### src/rtl/csr_trap_sequencer.sv
// Sequences CSR instructions, exceptions, MRET and external-interrupt entry into the CSR unit.
// Accept in cycle 0, csr_op in cycle 1, response from cycle 3; the response is held until rsp_ready, and no new request is taken meanwhile.
module csr_trap_sequencer #(
  parameter logic [11:0] IRQ_CAUSE = 12'h01B,
  parameter logic [2:0]  NOP_OP    = 3'b010
) (
  input  logic        clk,
  input  logic        reset_n,
  input  logic        req_valid,
  output logic        req_ready,
  input  logic [2:0]  req_op,
  input  logic [11:0] req_addr,
  input  logic [31:0] req_wdata,
  output logic        rsp_valid,
  input  logic        rsp_ready,
  output logic [31:0] rsp_rdata,
  output logic        rsp_fault,
  output logic        rsp_is_irq,
  input  logic        irq_ext,
  input  logic [31:0] irq_pc,
  output logic [2:0]  csr_op,
  output logic [11:0] csr_addr,
  output logic [31:0] csr_wdata,
  input  logic [31:0] csr_rdata,
  input  logic        csr_fault
);

  typedef enum logic [1:0] {IDLE, ISSUE, CAPTURE, RESP} state_t;

  localparam logic [2:0]  OP_EXC  = 3'b000;
  localparam logic [2:0]  OP_MRET = 3'b001;
  localparam logic [2:0]  OP_RW   = 3'b101;
  localparam logic [2:0]  OP_RS   = 3'b110;
  localparam logic [2:0]  OP_RC   = 3'b111;
  localparam logic [11:0] ADDR_MSTATUS = 12'h300;
  localparam logic [11:0] ADDR_MIE     = 12'h304;

  state_t state;
  logic   mie;
  logic   mpie;
  logic   meie;
  logic   is_irq;
  logic   irq_take;

  function automatic logic bit_update(input logic [2:0] op, input logic cur, input logic b);
    case (op)
      OP_RW:   return b;
      OP_RS:   return cur | b;
      OP_RC:   return cur & ~b;
      default: return cur;
    endcase
  endfunction

  assign irq_take  = irq_ext & mie & meie;
  assign req_ready = (state == IDLE) & ~irq_take;

  always_ff @(posedge clk or negedge reset_n) begin
    if (!reset_n) begin
      state      <= IDLE;
      rsp_valid  <= 1'b0;
      rsp_rdata  <= '0;
      rsp_fault  <= 1'b0;
      rsp_is_irq <= 1'b0;
      csr_op     <= NOP_OP;
      csr_addr   <= '0;
      csr_wdata  <= '0;
      mie        <= 1'b0;
      mpie       <= 1'b0;
      meie       <= 1'b0;
      is_irq     <= 1'b0;
    end else begin
      case (state)
        IDLE: begin
          // Interrupt wins; a concurrent core request simply stays pending.
          if (irq_take) begin
            csr_op    <= OP_EXC;
            csr_addr  <= IRQ_CAUSE;
            csr_wdata <= irq_pc;
            is_irq    <= 1'b1;
            state     <= ISSUE;
          end else if (req_valid) begin
            csr_op    <= req_op;
            csr_addr  <= req_addr;
            csr_wdata <= req_wdata;
            is_irq    <= 1'b0;
            state     <= ISSUE;
          end
        end
        ISSUE: begin
          csr_op <= NOP_OP;
          state  <= CAPTURE;
          case (csr_op)
            OP_EXC: begin
              mpie <= mie;
              mie  <= 1'b0;
            end
            OP_MRET: mie <= mpie;
            OP_RW, OP_RS, OP_RC: begin
              if (csr_addr == ADDR_MSTATUS) begin
                mie  <= bit_update(csr_op, mie, csr_wdata[3]);
                mpie <= bit_update(csr_op, mpie, csr_wdata[7]);
              end else if (csr_addr == ADDR_MIE) begin
                meie <= bit_update(csr_op, meie, csr_wdata[11]);
              end
            end
            default: ;
          endcase
        end
        CAPTURE: begin
          rsp_rdata  <= csr_rdata;
          rsp_fault  <= csr_fault;
          rsp_is_irq <= is_irq;
          rsp_valid  <= 1'b1;
          state      <= RESP;
        end
        RESP: begin
          if (rsp_ready) begin
            rsp_valid <= 1'b0;
            state     <= IDLE;
          end
        end
        default: state <= IDLE;
      endcase
    end
  end

endmodule

### config.mk
export PLATFORM = sky130hd
export DESIGN_NAME = csr_trap_sequencer
export DESIGN_NICKNAME = d
export VERILOG_FILES = /design/src/rtl/csr_trap_sequencer.sv
export SDC_FILE = /design/constraint.sdc
export NUM_CORES = 1
export LEC_CHECK = 0
export BUFFER_PORTS_ARGS = -buffer_cell sky130_fd_sc_hd__buf_2
export CAP_MARGIN = 30
export CORE_ASPECT_RATIO = 0.5
export CORE_MARGIN = 2
export CORE_UTILIZATION = 40
export DETAILED_ROUTE_END_ITERATION = 16
export GPL_ROUTABILITY_DRIVEN = 0
export GPL_TIMING_DRIVEN = 1
export PLACE_DENSITY = 0.8
export SLEW_MARGIN = 20
export SYNTH_ARGS = -nofsm -noshare
export SYNTH_HDL_FRONTEND = slang
export SYNTH_SLANG_ARGS = --single-unit
### constraint.sdc
create_clock -name clk -period 1.72 [get_ports clk]
set_clock_uncertainty 0.1 [all_clocks]
set_input_delay 0.344 -clock clk [delete_from_list [all_inputs] [get_ports clk]]
set_output_delay 0.344 -clock clk [all_outputs]
set_load 0.05 [all_outputs]
==> results of run 1 <==
-- what timing repair did --
item | 4_1_cts | 5_1_grt
resized for setup | 6 | 8
hold endpoints to repair | 26 | 0
pin swaps | 4 | 1
cloned | 0 | 3
hold buffers | 1 | 0
setup endpoints to repair | 4 | 38
setup buffers | 2 | 6
-- power by group --
part / leakage, nW / switching [mW] / internal, mW
clock network: 0.146 / 0.835 / 1.14
logic: 1.56 / 4.98 / 2.30
registers: 1.02 / 0.616 / 3.07
-- metrics by stage --
step | setup slack (ps) | cells | setup TNS [ps] | total power [mW]
global route | -112 | 687 | -512 | 13.6
floorplan | -52.6 | 345 | -586 | 8.83
CTS | -31.8 | 678 | -50.6 | 12.7
global placement | 17.2 | 659 | 0 | 10.4
detailed placement | -33.2 | 659 | -57.1 | 10.6
finish | -41.7 | 687 | -77.8 | 12.9
-- layout make-up --
type                       instances  share of cell area
clock buffer                       9              0.0405
clock inverter                     7              0.0140
inverter                           8             0.00541
multi-input combinational        227               0.274
sequential                        88               0.397
tap                              121              0.0273
timing repair buffer             227               0.242
-- registers in the layout, indices dropped and copies added, names as in the netlist, 2 cells and up --
register	flops
csr_op	3
state	2
csr_addr	12
rsp_rdata	32
csr_wdata	32
-- per-layer routing --
layer / routed length (um) / part of all wire / GRT usage
met1: 4280 / 0.40 / 0.223
met2: 5660 / 0.53 / 0.350
met3: 407 / 0.038 / 0.0525
met4: 311 / 0.029 / 0.0878
met5: 0 / 0 / 0
-- cells by family (layout without fill, tap and decap cells) --
group / Yosys count / count (layout) / synth area share
flops: 88 / 88 / 0.581
compound gates: 67 / 67 / 0.125
simple gates: 118 / 118 / 0.137
mux: 36 / 36 / 0.106
fa+ha+maj: 4 / 4 / 0.0132
xor+xnor: 2 / 2 / 0.00462
buf+inv: 30 / 251 / 0.0323
-- cell usage in the layout (no fill, tap or decap), types with 3 or more instances in the layout --
| master | instances |
|---|---|
| inv_1 | 4 |
| clkbuf_16 | 12 |
| buf_2 | 196 |
| nor2_1 | 35 |
| mux2_2 | 34 |
| dfrtp_1 | 86 |
| inv_2 | 4 |
| nand2_1 | 66 |
| buf_4 | 19 |
| buf_12 | 5 |
| a22oi_1 | 3 |
| a22o_1 | 11 |
| a31oi_1 | 34 |
| nand3_1 | 3 |
| o22a_1 | 4 |
-- worst max-delay path by stage --
stage	endpoint	slack (ps)	depth (start not counted)
after floorplan	state[1]$_DFFE_PN0P_	-50	6
after global placement	mie$_DFFE_PN0P_	20	6
after detailed placement	mpie$_DFFE_PN0P_	-30	6
after CTS	req_ready	-30	4
after global routing	mpie$_DFFE_PN0P_	-110	6
final	req_ready	-40	4
==> flow_metrics.py, run 1 <==
metrics = {
    "synth": {
        "synthFlopType": "dfrtp_1",
        "netlist_top_cells_count": "dfrtp_1, nand2_1, nor2_1, a31oi_1, mux2_2",
        "async_flop_share": 1.00,
        "avgSynthCellArea_um2": 11.0,
        "synth_warnings": 0,
        "synth_top_area_frac": 0.574,
        "syn_nets": 466,
        "yosysMostFrequentCell": "dfrtp_1",
        "ys_types": 42,
        "syn_inst": 345,
        "ys_seq_area_frac": 0.581,
        "syn_area_mm2": 0.00379,
        "ys_top_cells_by_area": "dfrtp_1, mux2_2, nand2_1, a31oi_1, nor2_1",
        "synth_edf_count": 0,
        "ys_ff_latch": 88,
        "synth_top_area_cell": "dfrtp_1",
    },
    "critical_path": {
        "path_cells": "inv_2 -> ha_4 -> and2_4 -> buf_8",
        "r2r-end": "mie$_DFFE_PN0P_",
        "reg2reg_setup_slack_ps": -20,
        "timing.rr.start": "state[1]$_DFFE_PN0P_",
        "critPathCaptureType": "output port",
        "start_kind": "register",
        "required_ps": 1280,
        "cp_max_fo": 3,
        "crit_slowest_cell": "dfrtp_1",
        "startpoint": "state[0]$_DFFE_PN0P_",
        "critPathBufInv": 2,
        "crit_path_max_incr_delay_ps": 430,
        "rr_worst_depth": 6,
        "crit_family": "flip-flops",
        "critPathKind": "reg -> out",
        "worstPathArrival_ps": 1320,
    },
    "job": {
        "cap_violations": 0,
    },
    "route": {
        "drt_iter0_drc": 151,
        "postRouteAntennaNets": 0,
        "wl_per_cell_um": 15.5,
        "wirelength_um": 10700,
        "vias_per_cell": 5.05,
        "dr_total_vias": 3469,
        "drt-pass1-iter-count": 4,
        "drc": 0,
    },
    "clock_tree": {
        "cts_buffers": 9,
        "path_clk_slew_ps": 70,
        "cts_tree": "done",
        "cts-root-buf": "clkbuf_16",
        "htreeDepth": 3,
        "cts.sinks": 88,
        "clock_latency_ps": 330,
        "clock_path_buffers": 2,
    },
    "timing": {
        "holdWs_ps": 133,
        "slew_headroom": 0.601,
        "setup_slack_ps": -41.7,
        "post-route-min-period_ps": 1760,
        "fmax_mhz": 568,
        "period_share": 1.02,
        "finalHoldViolations": 0,
        "setup_violations": 3,
        "grt_setup_unrepaired": "yes",
        "drv_slew": 0,
        "worstMarginPinSlew_ps": 594,
    },
    "finish": {
        "fillCellCount": 769,
        "regArea_mm2": 0.00220,
        "area_growth_pct": 46.4,
        "multi_input_area_mm2": 0.00152,
        "finalNetCount": 682,
        "final_core_util": 0.596,
        "diodes": 0,
        "final_cell_area_mm2": 0.00555,
        "layout-drive-gt1-share": 0.523,
    },
    "die": {
        "io_pins": 200,
        "rows": 25,
        "dieHeight_um": 72.9,
        "die_w_um": 142,
        "core-area_mm2": 0.00932,
        "initial_utilization": 0.407,
        "die_area_mm2": 0.0103,
    },
    "min_path": {
        "min_path_type": "in -> reg",
        "hold_end": "csr_addr[7]$_DFFE_PN0P_",
        "holdPathStages": 2,
        "hp-start": "req_addr[7]",
    },
    "global_routing": {
        "grt_usage": 0.195,
        "overflow": 0,
        "grt_max_degree": 61,
        "antenna_found_initial": 0,
        "grt_pass1_vias": 3202,
        "grt_pass1_wl_um": 15600,
    },
    "power": {
        "peakVddDrop_mv": 0.777,
        "powerDensity_mw_per_mm2": 2330,
        "p_leak_nw": 2.73,
    },
    "placement": {
        "portBuffers": 199,
        "hpwl_um": 7530,
        "place_area_mm2": 0.00505,
    },
    "status": {
        "violations": "setup timing",
        "outcome": "complete, but fails checks",
    },
}
Note: power is estimated with default switching activity, not from simulation.
==> run 2, diff against run 1 <==
--- a/config.mk
+++ b/config.mk
@@ -5,6 +5,7 @@
 export SDC_FILE = /design/constraint.sdc
 export NUM_CORES = 1
 export LEC_CHECK = 0
+export ABC_AREA = 1
 export BUFFER_PORTS_ARGS = -buffer_cell sky130_fd_sc_hd__buf_2
 export CAP_MARGIN = 30
 export CORE_ASPECT_RATIO = 0.5
==> run 2 against run 1 <==
The run now ends clean. Area after synthesis increased by 1.9%. Clock power decreased by 7%. Register-to-register slack improved by 140 ps. Critical endpoint unchanged. Largest cell class unchanged. Cell area decreased by 1.7%. Global-route usage decreased by 0.27 points.
==> flow_metrics.py, run 2 <==
metrics = {
    "clock_tree": {
        "htreeDepth": 3,
        "cts-root-buf": "clkbuf_16",
        "cts_buffers": 9,
        "path_clk_slew_ps": 70,
        "cts.sinks": 88,
        "clock_path_buffers": 2,
        "clock_latency_ps": 340,
        "cts_tree": "done",
    },
    "finish": {
        "diodes": 0,
        "layout_common_cells": "buf_2, nand2_1, dfrtp_1",
        "layout-drive-gt1-share": 0.477,
        "fillCellCount": 813,
        "final_common_cell": "buf_2",
        "reg_top3": "csr_wdata x32, rsp_rdata x32, csr_addr x12",
        "final_core_util": 0.580,
        "area_growth_pct": 41.2,
        "finalNetCount": 714,
    },
    "synth": {
        "synth_compound_area_frac": 0.105,
        "netlist_top_cells_count": "nand2_1, dfrtp_1, nor2_1, mux2_2, a31oi_1",
        "synth_mux_area_frac": 0.0961,
        "syn_inst": 385,
        "synth_edf_count": 0,
        "synth_top_family_by_area": "simple AND/OR/NAND/NOR gates",
        "synth_fa_ha_area_frac": 0.0129,
        "ys_types": 24,
        "syn_area_mm2": 0.00387,
        "ys_ff_latch": 88,
        "ys_seq_area_frac": 0.570,
        "synth_top_area_frac": 0.563,
        "yosysMostFrequentCell": "nand2_1",
        "ys_top_cells_by_area": "dfrtp_1, mux2_2, nand2_1, nor2_1, a31oi_1",
        "yosys.area_share.simple": 0.166,
        "synth_warnings": 0,
        "async_flop_share": 1.00,
        "syn_nets": 506,
        "synth_top_area_cell": "dfrtp_1",
        "synth-xor-area-share": 0,
        "avgSynthCellArea_um2": 10.0,
        "synthFlopType": "dfrtp_1",
    },
    "timing": {
        "worstMarginPinSlew_ps": 482,
        "period_share": 0.960,
        "fmax_mhz": 605,
        "fin_tns_setup_ps": 0,
        "post-route-min-period_ps": 1650,
        "setup_violations": 0,
        "holdWs_ps": 120,
        "grt_setup_unrepaired": "no",
        "finalHoldViolations": 0,
        "slew_headroom": 0.679,
        "drv_slew": 0,
    },
    "critical_path": {
        "timing.rr.start": "state[0]$_DFFE_PN0P_",
        "setup.worst_path.end": "req_ready",
        "crit_path_max_incr_delay_ps": 390,
        "path_cells": "inv_2 -> ha_4 -> nand2_2 -> inv_2 -> buf_6",
        "critPathCaptureType": "output port",
        "worstPathArrival_ps": 1210,
        "crit_slowest_cell": "dfrtp_1",
        "critPathKind": "reg -> out",
        "startpoint": "state[0]$_DFFE_PN0P_",
        "rr_worst_depth": 5,
        "start_kind": "register",
        "cp_max_fo": 2,
        "required_ps": 1280,
        "cpMostUsedCell": "inv_2",
        "r2r-end": "rsp_rdata[3]$_DFFE_PN0P_",
        "reg2reg_setup_slack_ps": 120,
    },
    "power": {
        "peakVddDrop_mv": 0.963,
        "powerDensity_mw_per_mm2": 2320,
        "p_leak_nw": 2.72,
    },
    "die": {
        "io_pins": 200,
        "die_area_mm2": 0.0105,
        "core-area_mm2": 0.00942,
        "initial_utilization": 0.411,
        "dieHeight_um": 73.5,
        "die_w_um": 143,
        "rows": 25,
    },
    "route": {
        "vias_per_cell": 4.77,
        "postRouteAntennaNets": 0,
        "dr_total_vias": 3496,
        "drt-pass1-iter-count": 4,
        "wirelength_um": 9830,
        "drc": 0,
        "drt_iter0_drc": 198,
        "wl_per_cell_um": 13.4,
    },
    "job": {
        "cap_violations": 0,
    },
    "placement": {
        "portBuffers": 199,
        "hpwl_um": 7270,
    },
    "min_path": {
        "min_path_type": "in -> reg",
    },
    "global_routing": {
        "grt_pass1_wl_um": 15600,
        "grt_usage": 0.192,
        "antenna_found_initial": 0,
        "overflow": 0,
        "grt_pass1_vias": 3446,
        "grt_max_degree": 43,
    },
    "status": {
        "outcome": "completed",
    },
}
==> run 2: cell count changes after synthesis, moves of 4 or more <==
cell      previous run  this run
nand2_1             66        91
inv_1                6        20
o21ai_0              2        15
nor2_1              35        44
a31oi_1             34        26
nand3_1              3        11
a31oi_2              0         6
clkbuf_1            11         6
nand4_1              1         6
a22o_1              11         7
==> run 2: logic make-up after synthesis <==
logic type                 Yosys count
DFF                                 88
AOI/OAI and AO/OA                   60
adders and majority gates            4
buffers and inverters               43
and+or+nand+nor                    157
muxes                               33
==> run 2: through the flow <==
step	cell area [um^2]	total power, mW	instances	setup slack [ps]
after floorplan	3870	8.93	385	6.75
after global placement	5080	10.5	710	155
after detailed placement	5080	10.7	710	58.0
after CTS	5430	12.7	732	19.2
after global routing	5460	13.4	733	4.28
final	5460	12.7	733	68.1
==> run 2: how the worst min path moves through the flow <==
stage	start	to	cells after the start
floorplan	reset_n	csr_addr[0]$_DFFE_PN0P_	0
global placement	reset_n	rsp_valid$_DFFE_PN0P_	1
detailed placement	reset_n	rsp_valid$_DFFE_PN0P_	1
CTS	req_addr[2]	csr_addr[2]$_DFFE_PN0P_	3
global route	req_addr[2]	csr_addr[2]$_DFFE_PN0P_	3
finish	req_addr[2]	csr_addr[2]$_DFFE_PN0P_	3
==> run 2: what timing repair did <==
item / in CTS / in global routing
hold buffers: 1 / 0
setup buffers: 5 / 0
endpoints found under the setup margin: 1 / 11
endpoints found under the hold margin: 32 / 0
cloned: 0 / 1
gates resized for setup: 6 / 5
pin swaps: 1 / 1
==> run 2: metal layers <==
metal | vias to the layer above | GRT usage | wire length [um] | share of wire
met2 | 115 | 0.353 | 5020 | 0.51
met5 | - | 0 | 0 | 0
li1 | 1704 | - | - | -
met3 | 24 | 0.0469 | 461 | 0.047
met4 | 0 | 0.0836 | 287 | 0.029
met1 | 1653 | 0.217 | 4060 | 0.41
==> run 2: layout make-up <==
type	count	area (um^2)	share of cell area
clock inverters	5	40.0	0.00733
multi-input cells	254	1500	0.274
clock buffers	11	243	0.0444
inverters	23	86.3	0.0158
well taps	135	169	0.0309
flip-flops and latches	88	2200	0.404
repair buffers	217	1220	0.224
==> run 2: where the power goes <==
group          internal (mW)  switching, mW
Clock                   1.03          0.809
Combinational           2.06           5.10
Sequential              3.08          0.574
==> run 2: critical path, delay by kind of cell, from the launching register on <==
family	cells	cell delay, ps
flops	1	390
fa+ha+maj	1	140
buf+inv	3	290
simple gates	1	60
==> run 3, diff against run 2 <==
--- a/config.mk
+++ b/config.mk
@@ -11,11 +11,13 @@
 export CORE_ASPECT_RATIO = 0.5
 export CORE_MARGIN = 2
 export CORE_UTILIZATION = 40
+export CTS_BUF_LIST = sky130_fd_sc_hd__clkbuf_8
 export DETAILED_ROUTE_END_ITERATION = 16
 export GPL_ROUTABILITY_DRIVEN = 0
 export GPL_TIMING_DRIVEN = 1
 export PLACE_DENSITY = 0.8
-export SLEW_MARGIN = 20
+export SKIP_CTS_REPAIR_TIMING = 1
+export SLEW_MARGIN = 40
 export SYNTH_ARGS = -nofsm -noshare
 export SYNTH_HDL_FRONTEND = slang
 export SYNTH_SLANG_ARGS = --single-unit
==> run 3 against run 2 <==
The run now ends with setup timing left. Wire length down 1.8%. Die area unchanged. Cell area down 2.7%. Via count down 1.5%. Critical path depth unchanged. Global-route usage down 0.50 points. Register-to-register slack about the same. First-iteration DRC count down 6.1%. Largest power group unchanged. Non-clock buffer count down 3. Largest cell class unchanged. Power down 4.9%. Fmax down 5.8%.
==> flow_metrics.py, run 3 (same netlist as run 2, synthesis figures left out) <==
metrics = {
    "min_path": {
        "min_path_type": "in -> reg",
    },
    "die": {
        "dieHeight_um": 73.5,
        "die_area_mm2": 0.0105,
        "io_pins": 200,
        "core-area_mm2": 0.00942,
        "initial_utilization": 0.411,
        "rows": 25,
        "die_w_um": 143,
    },
    "power": {
        "p_leak_nw": 2.66,
        "powerDensity_mw_per_mm2": 2260,
        "total_power_mw": 12.0,
        "peakVddDrop_mv": 0.962,
    },
    "global_routing": {
        "antenna_found_initial": 0,
        "overflow": 0,
        "grt_max_degree": 43,
        "grt_pass1_vias": 3320,
        "grt_usage": 0.187,
        "grt_pass1_wl_um": 15200,
    },
    "timing": {
        "setup_violations": 1,
        "holdWs_ps": 89.7,
        "finalHoldViolations": 0,
        "post-route-min-period_ps": 1750,
        "period_share": 1.02,
        "fin_tns_setup_ps": -32.8,
        "setup_slack_ps": -32.8,
        "worstMarginPinSlew_ps": 481,
        "fmax_mhz": 571,
        "slew_headroom": 0.679,
        "grt_setup_unrepaired": "yes",
        "drv_slew": 0,
    },
    "finish": {
        "instances_no_fill": 730,
        "layout-drive-gt1-share": 0.471,
        "diodes": 0,
        "layout_common_cells": "buf_2, nand2_1, dfrtp_1",
        "final_common_cell": "buf_2",
        "final_core_util": 0.565,
        "area_growth_pct": 37.4,
        "reg_top3": "csr_wdata x32, rsp_rdata x32, csr_addr x12",
        "finalNetCount": 711,
    },
    "route": {
        "vias_per_cell": 4.72,
        "wl_per_cell_um": 13.2,
        "dr_total_vias": 3443,
        "postRouteAntennaNets": 0,
        "drc": 0,
        "drt_iter0_drc": 186,
        "wirelength_um": 9660,
        "drt-pass1-iter-count": 4,
    },
    "critical_path": {
        "critPathCaptureType": "output port",
        "cpMostUsedCell": "inv_2",
        "critPathKind": "reg -> out",
        "crit_family": "flip-flops",
        "critPathBufInv": 3,
        "required_ps": 1280,
        "worstPathArrival_ps": 1310,
        "crit_path_max_incr_delay_ps": 420,
        "start_kind": "register",
        "path_cells": "inv_2 -> ha_4 -> nand2_2 -> inv_2 -> buf_8",
        "cp_max_fo": 6,
        "crit_slowest_cell": "dfrtp_1",
    },
    "clock_tree": {
        "cts.sinks": 88,
        "cts-root-buf": "clkbuf_8",
        "clock_latency_ps": 360,
        "cts_buffers": 9,
        "path_clk_slew_ps": 100,
        "clock_path_buffers": 2,
        "cts_tree": "done",
        "htreeDepth": 3,
    },
    "job": {
        "cap_violations": 0,
    },
    "status": {
        "outcome": "complete, but fails checks",
        "violations": "setup timing",
    },
    "placement": {
        "hpwl_um": 7270,
        "dpl.cell_count": 710,
        "portBuffers": 199,
    },
}
run 3: changes by cell type in the layout (fill, tap and decap cells not counted):
cell       change
buf_6          -1
nand2_4        -1
dfrtp_2        -1
buf_4          -2
clkbuf_8       +9
buf_8          +1
clkbuf_16     -10
nand2_1        +1
clkbuf_1       -1
dfrtp_1        +1
inv_1          +1
run 3: worst paths after layout:
kind                       cells past startpoint                         to                 startpoint  slack (ps)
min in group asynchronous                      2      rsp_valid$_DFFE_PN0P_                    reset_n         380
setup / recovery                               5                  req_ready       state[0]$_DFFE_PN0P_         -30
max in group asynchronous                      3   rsp_rdata[9]$_DFFE_PN0P_                    reset_n         620
setup reg to reg                               7      csr_op[2]$_DFFE_PN0P_       state[1]$_DFFE_PN0P_         120
hold reg to reg                                1  rsp_rdata[12]$_DFFE_PN0P_  rsp_rdata[12]$_DFFE_PN0P_         410
hold / removal                                 2      rsp_valid$_DFFE_PN0P_                  rsp_ready          90
run 3: layout make-up:
type	count	area, um^2
inverter	23	86.3
tap	135	169
timing repair buffer	214	1190
fill	838	4100
clock buffer	10	138
sequential	88	2200
clock inverter	6	43.8
multi-input combinational	254	1490
run 3: worst register-to-register path: stages, from the launching register on:
cell,delay (ps)
dfrtp_1,390
inv_2,70
buf_4,130
buf_4,130
ha_1,190
o21ai_0,300
inv_1,90
o21ai_0,140
run 3: through the flow:
step / worst slack (ps) / area, um^2
3_3_place_gp: 155 / 5080
2_1_floorplan: 6.75 / 3870
6_report: -32.8 / 5320
3_5_place_dp: 58.0 / 5080
5_1_grt: -90.1 / 5320
4_1_cts: -293 / 5260
run 3: power breakdown:
group | leakage [nW] | total [mW] | switching (mW) | internal, mW
registers | 1.02 | 3.65 | 0.580 | 3.07
clock network | 0.0863 | 1.32 | 0.754 | 0.567
logic | 1.55 | 7.06 | 5.06 | 2.00
run 3: layer usage:
metal  wire [um]  up-vias  part of all wire  track usage
li1            -     1699                 -            -
met1        3960     1624              0.41        0.214
met2        5030      105              0.52        0.343
met3         490       15             0.051       0.0489
met4         182        0             0.019       0.0693
met5           0        -                 0            0
